[config.mk]
export PLATFORM = sky130hd
export DESIGN_NAME = fifo_word_packer
export DESIGN_NICKNAME = d
export VERILOG_FILES = /design/src/rtl/fifo_pack_pkg.sv /design/src/rtl/lane_parity.sv /design/src/rtl/fifo_word_packer.sv
export SDC_FILE = /design/constraint.sdc
export NUM_CORES = 1
export LEC_CHECK = 0
export CAP_MARGIN = 25
export CORE_ASPECT_RATIO = 0.7
export CORE_UTILIZATION = 50
export CTS_CLUSTER_SIZE = 16
export DETAILED_ROUTE_END_ITERATION = 7
export PLACE_DENSITY_LB_ADDON = 0.25
export SETUP_SLACK_MARGIN = 0.1
export SLEW_MARGIN = 0
export SYNTH_ARGS = -nofsm -noshare
export SYNTH_HDL_FRONTEND = slang
export SYNTH_HIERARCHICAL = 1
export SYNTH_SLANG_ARGS = --single-unit
[constraint.sdc]
create_clock -name clk -period 4.49 [get_ports clk]
set_input_delay 1.347 -clock clk [delete_from_list [all_inputs] [get_ports clk]]
set_output_delay 1.347 -clock clk [all_outputs]
set_load 0.01 [all_outputs]
[src/rtl/fifo_pack_pkg.sv]
// rtl/fifo_pack_pkg.sv - shared state type and default sizes for the FIFO word packer.
package fifo_pack_pkg;

  typedef enum logic {
    FILL = 1'b0,
    HOLD = 1'b1
  } pack_state_t;

  localparam int PACK_BEATS_DEFAULT = 4;
  localparam int FIFO_WIDTH_DEFAULT = 8;

endpackage

[src/rtl/lane_parity.sv]
// rtl/lane_parity.sv - even parity (XOR reduction) of one WIDTH-bit lane.
module lane_parity #(
  parameter int WIDTH = 8
) (
  input  logic [WIDTH-1:0] data,
  output logic             parity
);

  assign parity = ^data;

endmodule

[src/rtl/fifo_word_packer.sv]
// rtl/fifo_word_packer.sv - drains a byte FIFO and packs BEATS entries into one valid/ready word.
// Per-lane even parity output exists only when PACKER_PARITY_EN is defined.
module fifo_word_packer
  import fifo_pack_pkg::*;
#(
  parameter int WIDTH = FIFO_WIDTH_DEFAULT,
  parameter int BEATS = PACK_BEATS_DEFAULT
) (
  input  logic                   clk,
  input  logic                   rst,
  input  logic [WIDTH-1:0]       fifo_data,
  input  logic                   fifo_empty,
  input  logic                   fifo_wr,
  output logic                   fifo_rd,
  input  logic                   flush,
  output logic [WIDTH*BEATS-1:0] out_data,
  output logic [BEATS-1:0]       out_keep,
  output logic                   out_valid,
  input  logic                   out_ready
`ifdef PACKER_PARITY_EN
  ,
  output logic [BEATS-1:0]       out_parity
`endif
);

  localparam int            CW   = $clog2(BEATS + 1);
  localparam logic [CW-1:0] FULL = CW'(BEATS);

  pack_state_t   state, state_nxt;
  logic [CW-1:0] issue_cnt;
  logic [CW-1:0] cap_cnt;
  logic          pend;
  logic          flush_req;
  logic          capture;
  logic          to_hold;
  logic          release_word;
  logic          flush_set;

  always_comb begin
    state_nxt    = state;
    fifo_rd      = 1'b0;
    out_valid    = 1'b0;
    capture      = 1'b0;
    to_hold      = 1'b0;
    release_word = 1'b0;
    flush_set    = 1'b0;
    case (state)
      FILL: begin
        // rst gate keeps the read request low while reset is held, whatever the inputs do
        fifo_rd   = rst && !fifo_wr && !fifo_empty && (issue_cnt < FULL) && !flush_req;
        capture   = pend;
        flush_set = flush && ((cap_cnt != '0) || pend);
        if (pend && (cap_cnt == FULL - 1'b1)) begin
          to_hold = 1'b1;
        end else if (flush_req && !pend && (cap_cnt != '0)) begin
          to_hold = 1'b1;
        end
        if (to_hold) begin
          state_nxt = HOLD;
        end
      end
      HOLD: begin
        out_valid    = 1'b1;
        release_word = out_ready;
        if (out_ready) begin
          state_nxt = FILL;
        end
      end
      default: state_nxt = FILL;
    endcase
  end

  always_ff @(posedge clk or negedge rst) begin
    if (!rst) begin
      state     <= FILL;
      issue_cnt <= '0;
      cap_cnt   <= '0;
      pend      <= 1'b0;
      flush_req <= 1'b0;
    end else begin
      state <= state_nxt;
      pend  <= fifo_rd;
      if (release_word) begin
        issue_cnt <= '0;
        cap_cnt   <= '0;
      end else begin
        if (fifo_rd) begin
          issue_cnt <= issue_cnt + 1'b1;
        end
        if (capture) begin
          cap_cnt <= cap_cnt + 1'b1;
        end
      end
      if (to_hold) begin
        flush_req <= 1'b0;
      end else if (flush_set) begin
        flush_req <= 1'b1;
      end
    end
  end

  for (genvar i = 0; i < BEATS; i++) begin : g_lane
    logic [WIDTH-1:0] lane_q;
    logic             keep_q;
    logic             load;

    assign load = capture && (cap_cnt == CW'(i));

    always_ff @(posedge clk or negedge rst) begin
      if (!rst) begin
        lane_q <= '0;
        keep_q <= 1'b0;
      end else if (release_word) begin
        lane_q <= '0;
        keep_q <= 1'b0;
      end else if (load) begin
        lane_q <= fifo_data;
        keep_q <= 1'b1;
      end
    end

    assign out_data[i*WIDTH +: WIDTH] = lane_q;
    assign out_keep[i]                = keep_q;

`ifdef PACKER_PARITY_EN
    logic par_d;
    logic par_q;

    lane_parity #(.WIDTH(WIDTH)) u_parity (
      .data   (fifo_data),
      .parity (par_d)
    );

    always_ff @(posedge clk or negedge rst) begin
      if (!rst) begin
        par_q <= 1'b0;
      end else if (release_word) begin
        par_q <= 1'b0;
      end else if (load) begin
        par_q <= par_d;
      end
    end

    assign out_parity[i] = par_q;
`endif
  end

endmodule

Yosys cells after proc, flatten, opt, wreduce, memory -nomap -nowiden
Cells that the tools add are included.

operators by class
  magnitude comparators = 1
  bitwise logic cells = 1
  multiplexer cells = 34
  reduce and logical (&&, ||, !) cells = 26
  equal/unequal tests = 3
  $add $sub $neg = 2

operators with widths
  cell                 count
  $mux 8               8
  $mux 1               21
  $reduce_bool 2->1    7
  $logic_and 1x1->1    12
  $mux 3               4
  $add 3x1->3 const B  2
  $eq 3x2->1 const B   2
  $logic_not 1->1      4
  $eq 3x1->1 const B   1
  $logic_not 3->1      1
  $lt 3x3->1 const B   1
  $reduce_bool 3->1    1
  $pmux 1 s2           1
  $logic_or 1x1->1     1
  $not 1->1            1

word-level totals
  bits in registers = 45
  input bits = 14
  word-level logic and storage cells = 80

Logic depth before layout (Yosys ltp)
  depth after elaboration = 8
  gate-level depth with buffers = 7
  mapped depth without buffers = 5

Worst setup path before layout
No wires, ideal clock.

  kind = input to output
  from = input fifo_empty
  to = output fifo_rd
  setup slack = 1.015 ns
  arrival time = 2.128 ns
  cell stages on the path = 2
  cell sequence = or4b_4 -> nor3_4

on the way
  longest elaborated chain between the ends = 5

ends and longest elaborated chain
  what                            line                    RTL
  from (decl)                     fifo_word_packer.sv:12  input logic fifo_empty,
  $logic_not 1->1                 fifo_word_packer.sv:50  fifo_rd = rst && !fifo_wr && !fifo_empty && (issue_cnt < FULL) && !flush_req;
  $logic_and 1x1->1 (3 in a row)  fifo_word_packer.sv:50
  $mux 1                          fifo_word_packer.sv:47  case (state)
  to (decl)                       fifo_word_packer.sv:14  output logic fifo_rd,

Every way passes these cells.

Worst setup path in the final report
Ends and elaborated chain as after synthesis.

==> flow_summary.json <==
{
  "grt_pass1_wl_um": 6975,
  "slew_violations": 0,
  "worstPathCellList": "clkdlybuf4s50_1 -> or4b_4 -> nor3_4 -> dlygate4sd2_1",
  "cp-start-kind": "input port",
  "ctsHoldBuffers": 0,
  "die_h_um": 54.73,
  "syn_to_final_growth_pct": 31.07,
  "async_flop_share_pct": 100.0,
  "initialDrtViolationCount": 119,
  "crit_path_start": "fifo_empty",
  "power_density_nw_per_um2": 415.0,
  "synth_nets": 215,
  "core_um2": 3649,
  "synthCells": 195,
  "diodes": 0,
  "die_width_um": 77.32,
  "post_cts_buffers": 0,
  "finalSetupViolCount": 0,
  "drt-total-wl_um": 4392,
  "drc": 0,
  "hpwl_um": 2827,
  "fin_setup_tns_ns": 0,
  "critical_path_depth": 4,
  "crit_end": "fifo_rd",
  "crit_path_max_fanout": 2,
  "arrival_ns": 2.75,
  "dieArea_um2": 4231,
  "synth.area.top_cells": "dfrtp_1 (57%), nand2_1 (10%), o21ai_0 (6.6%)",
  "grt_use_total_pct": 22.71,
  "critPathBufInv": 2,
  "rsz0062_at_grt": "false",
  "ys_ff_latch": 45,
  "initial_core_util_pct": 54.42,
  "cp.required_ns": 3.14,
  "synth.top_cell.area_share_pct": 56.71,
  "nFillCells": 289,
  "tightest_slew_ns": 0.6689,
  "yosysSeqAreaShare_pct": 56.71,
  "clock-sinks": 45,
  "leakage_nw": 1.226,
  "drtPass1Iterations": 4,
  "min_period_over_period_pct": 91.35,
  "max_slew_margin_pct": 55.27,
  "criticalPathCategory": "in -> out",
  "nets": 260,
  "clock-skew-final_ns": 0.003296,
  "cts_max_level": 2,
  "post-route-min-period_ns": 4.102,
  "synthFlopType": "dfrtp_1",
  "via_per_inst": 5.230,
  "worst_path_max_delay_cell": "or4b_4",
  "drive_gt1_share_pct": 7.884,
  "hold_class": "reg -> reg",
  "cts_tree": "done",
  "max_stage_delay_ns": 0.54,
  "r2r_slack_ns": 2.61,
  "synth_edf_count": 0,
  "critPathTopFamily": "buffers and inverters",
  "final_cell_mix": "nand2_1 (54), clkdlybuf4s50_1 (49), dfrtp_1 (45), o21ai_0 (26), mux2i_1 (11)",
  "yosys.area.top_type": "dfrtp_1",
  "setup_slack_ns": 0.3884,
  "r2r_cells": 5,
  "r2r-end": "g_lane[3].lane_q[3]$_DFFE_PN0P_",
  "outcome": "finished clean",
  "place_ws_ns": 0.09542,
  "vias": 1522,
  "syn_avg_cell_area_um2": 10.18,
  "final_common_cell": "nand2_1",
  "insertion_delay_ns": 0.30,
  "yosysWarnings": 6,
  "critPathCaptureType": "output pin",
  "grt-ovfl-total": 0,
  "antenna_left": 0,
  "clk_path_buf_depth": 2,
  "r2r_start": "cap_cnt[0]$_DFFE_PN0P_",
  "pin_count": 52,
  "drv_cap": 0,
  "peakVddDrop_v": 0.0002573,
  "rows": 18,
  "portBuffers": 51,
  "cts_made_buffers": 5,
  "synth_cell_types": 28,
  "path_clk_slew_ns": 0.08,
  "grt_max_degree": 46,
  "clock_tree.root_cell": "clkbuf_8",
  "hold_violations": 0,
  "synth_area_um2": 1986,
  "first_global_vias": 1376,
  "max_clock_freq_mhz": 243.8,
  "antenna_found_initial": 0,
  "wl_per_cell_um": 15.09,
  "gp_congestion": 0.7563
}
==> cell type report <==
cell class / count / area [um2] / share of cell area (%)
timing repair buffer: 55 / 541.8 / 20.82
multi-input combinational: 128 / 752.0 / 28.89
sequential: 45 / 1126 / 43.27
clock buffer: 7 / 96.34 / 3.702
clock inverter: 1 / 5.005 / 0.1923
tap: 50 / 62.56 / 2.404
inverter: 5 / 18.77 / 0.7212
==> registers in the layout, indices dropped and copies added, names as in the netlist <==
register / flops
state: 1
cap_cnt: 3
pend: 1
g_lane.lane_q: 32
g_lane.keep_q: 4
issue_cnt: 3
flush_req: 1
==> metrics by stage <==
stage | cell area [um2] | total power [mW] | cells | hold WS, ns | utilization [%]
6_report | 2603 | 1.080 | 291 | 0.4880 | 71.33
5_1_grt | 2603 | 1.141 | 291 | 0.5067 | 71.33
2_1_floorplan | 1986 | 0.6729 | 195 | 0.4482 | -
4_1_cts | 2587 | 1.079 | 290 | 0.4889 | 70.92
3_5_place_dp | 2487 | 0.8037 | 282 | 0.4690 | 68.18
3_3_place_gp | 2487 | 0.7962 | 282 | 0.4657 | 68.18
==> per-layer routing <==
layer | vias to the layer above | wire length, um | GRT usage [%]
li1 | 731 | - | -
met1 | 723 | 2033 | 31.15
met2 | 61 | 1987 | 34.96
met3 | 7 | 313 | 5.500
met4 | 0 | 58 | 10.06
met5 | - | 0 | 0
==> worst min-delay path by stage <==
stage	startpoint	end	slack, ns	cells after the start
after global placement	g_lane[2].keep_q$_DFFE_PN0P_	g_lane[2].keep_q$_DFFE_PN0P_	0.47	1
after global routing	g_lane[2].keep_q$_DFFE_PN0P_	g_lane[2].keep_q$_DFFE_PN0P_	0.51	1
after floorplan	g_lane[3].keep_q$_DFFE_PN0P_	g_lane[3].keep_q$_DFFE_PN0P_	0.45	2
after detailed placement	g_lane[3].keep_q$_DFFE_PN0P_	g_lane[3].keep_q$_DFFE_PN0P_	0.47	2
final	g_lane[3].keep_q$_DFFE_PN0P_	g_lane[3].keep_q$_DFFE_PN0P_	0.49	2
after CTS	g_lane[3].keep_q$_DFFE_PN0P_	g_lane[3].keep_q$_DFFE_PN0P_	0.49	2
==> cell families after synthesis <==
kind of cell | Yosys count | synth area share, %
compound gates | 35 | 10.40
xor+xnor | 1 | 0.4412
flops | 45 | 56.71
fa+ha+maj | 6 | 3.781
mux | 11 | 5.545
simple gates | 75 | 17.39
buf+inv | 22 | 5.734
==> report_power, final <==
part	internal [mW]	switching (mW)	leakage (nW)	total [mW]
logic	0.147	0.137	0.551	0.284
registers	0.463	0.0584	0.620	0.521
clock network	0.139	0.136	0.0542	0.275
total	0.749	0.331	1.23	1.08
==> synth_stat cells, types with 2 or more instances <==
library cell   n
nor2b_1        2
nor2_1         9
buf_2          3
and4bb_2       2
a21o_1         3
dfrtp_1       45
inv_1          5
ha_1           6
clkbuf_1       6
nand2b_1       2
nand2_1       54
o21ai_0       26
buf_4          7
mux2i_1       11
==> tightest hold or removal path, stage by stage (launching register included) <==
cell and delay, ns:
dfrtp_1 0.35, nand2_1 0.05, nand2_1 0.06
==> repair_timing <==
action	4_1_cts	5_1_grt
gates resized for setup	1	0
setup endpoints to repair	1	0
endpoints found under the hold margin	0	0
Note: power is estimated with default switching activity, not from simulation.
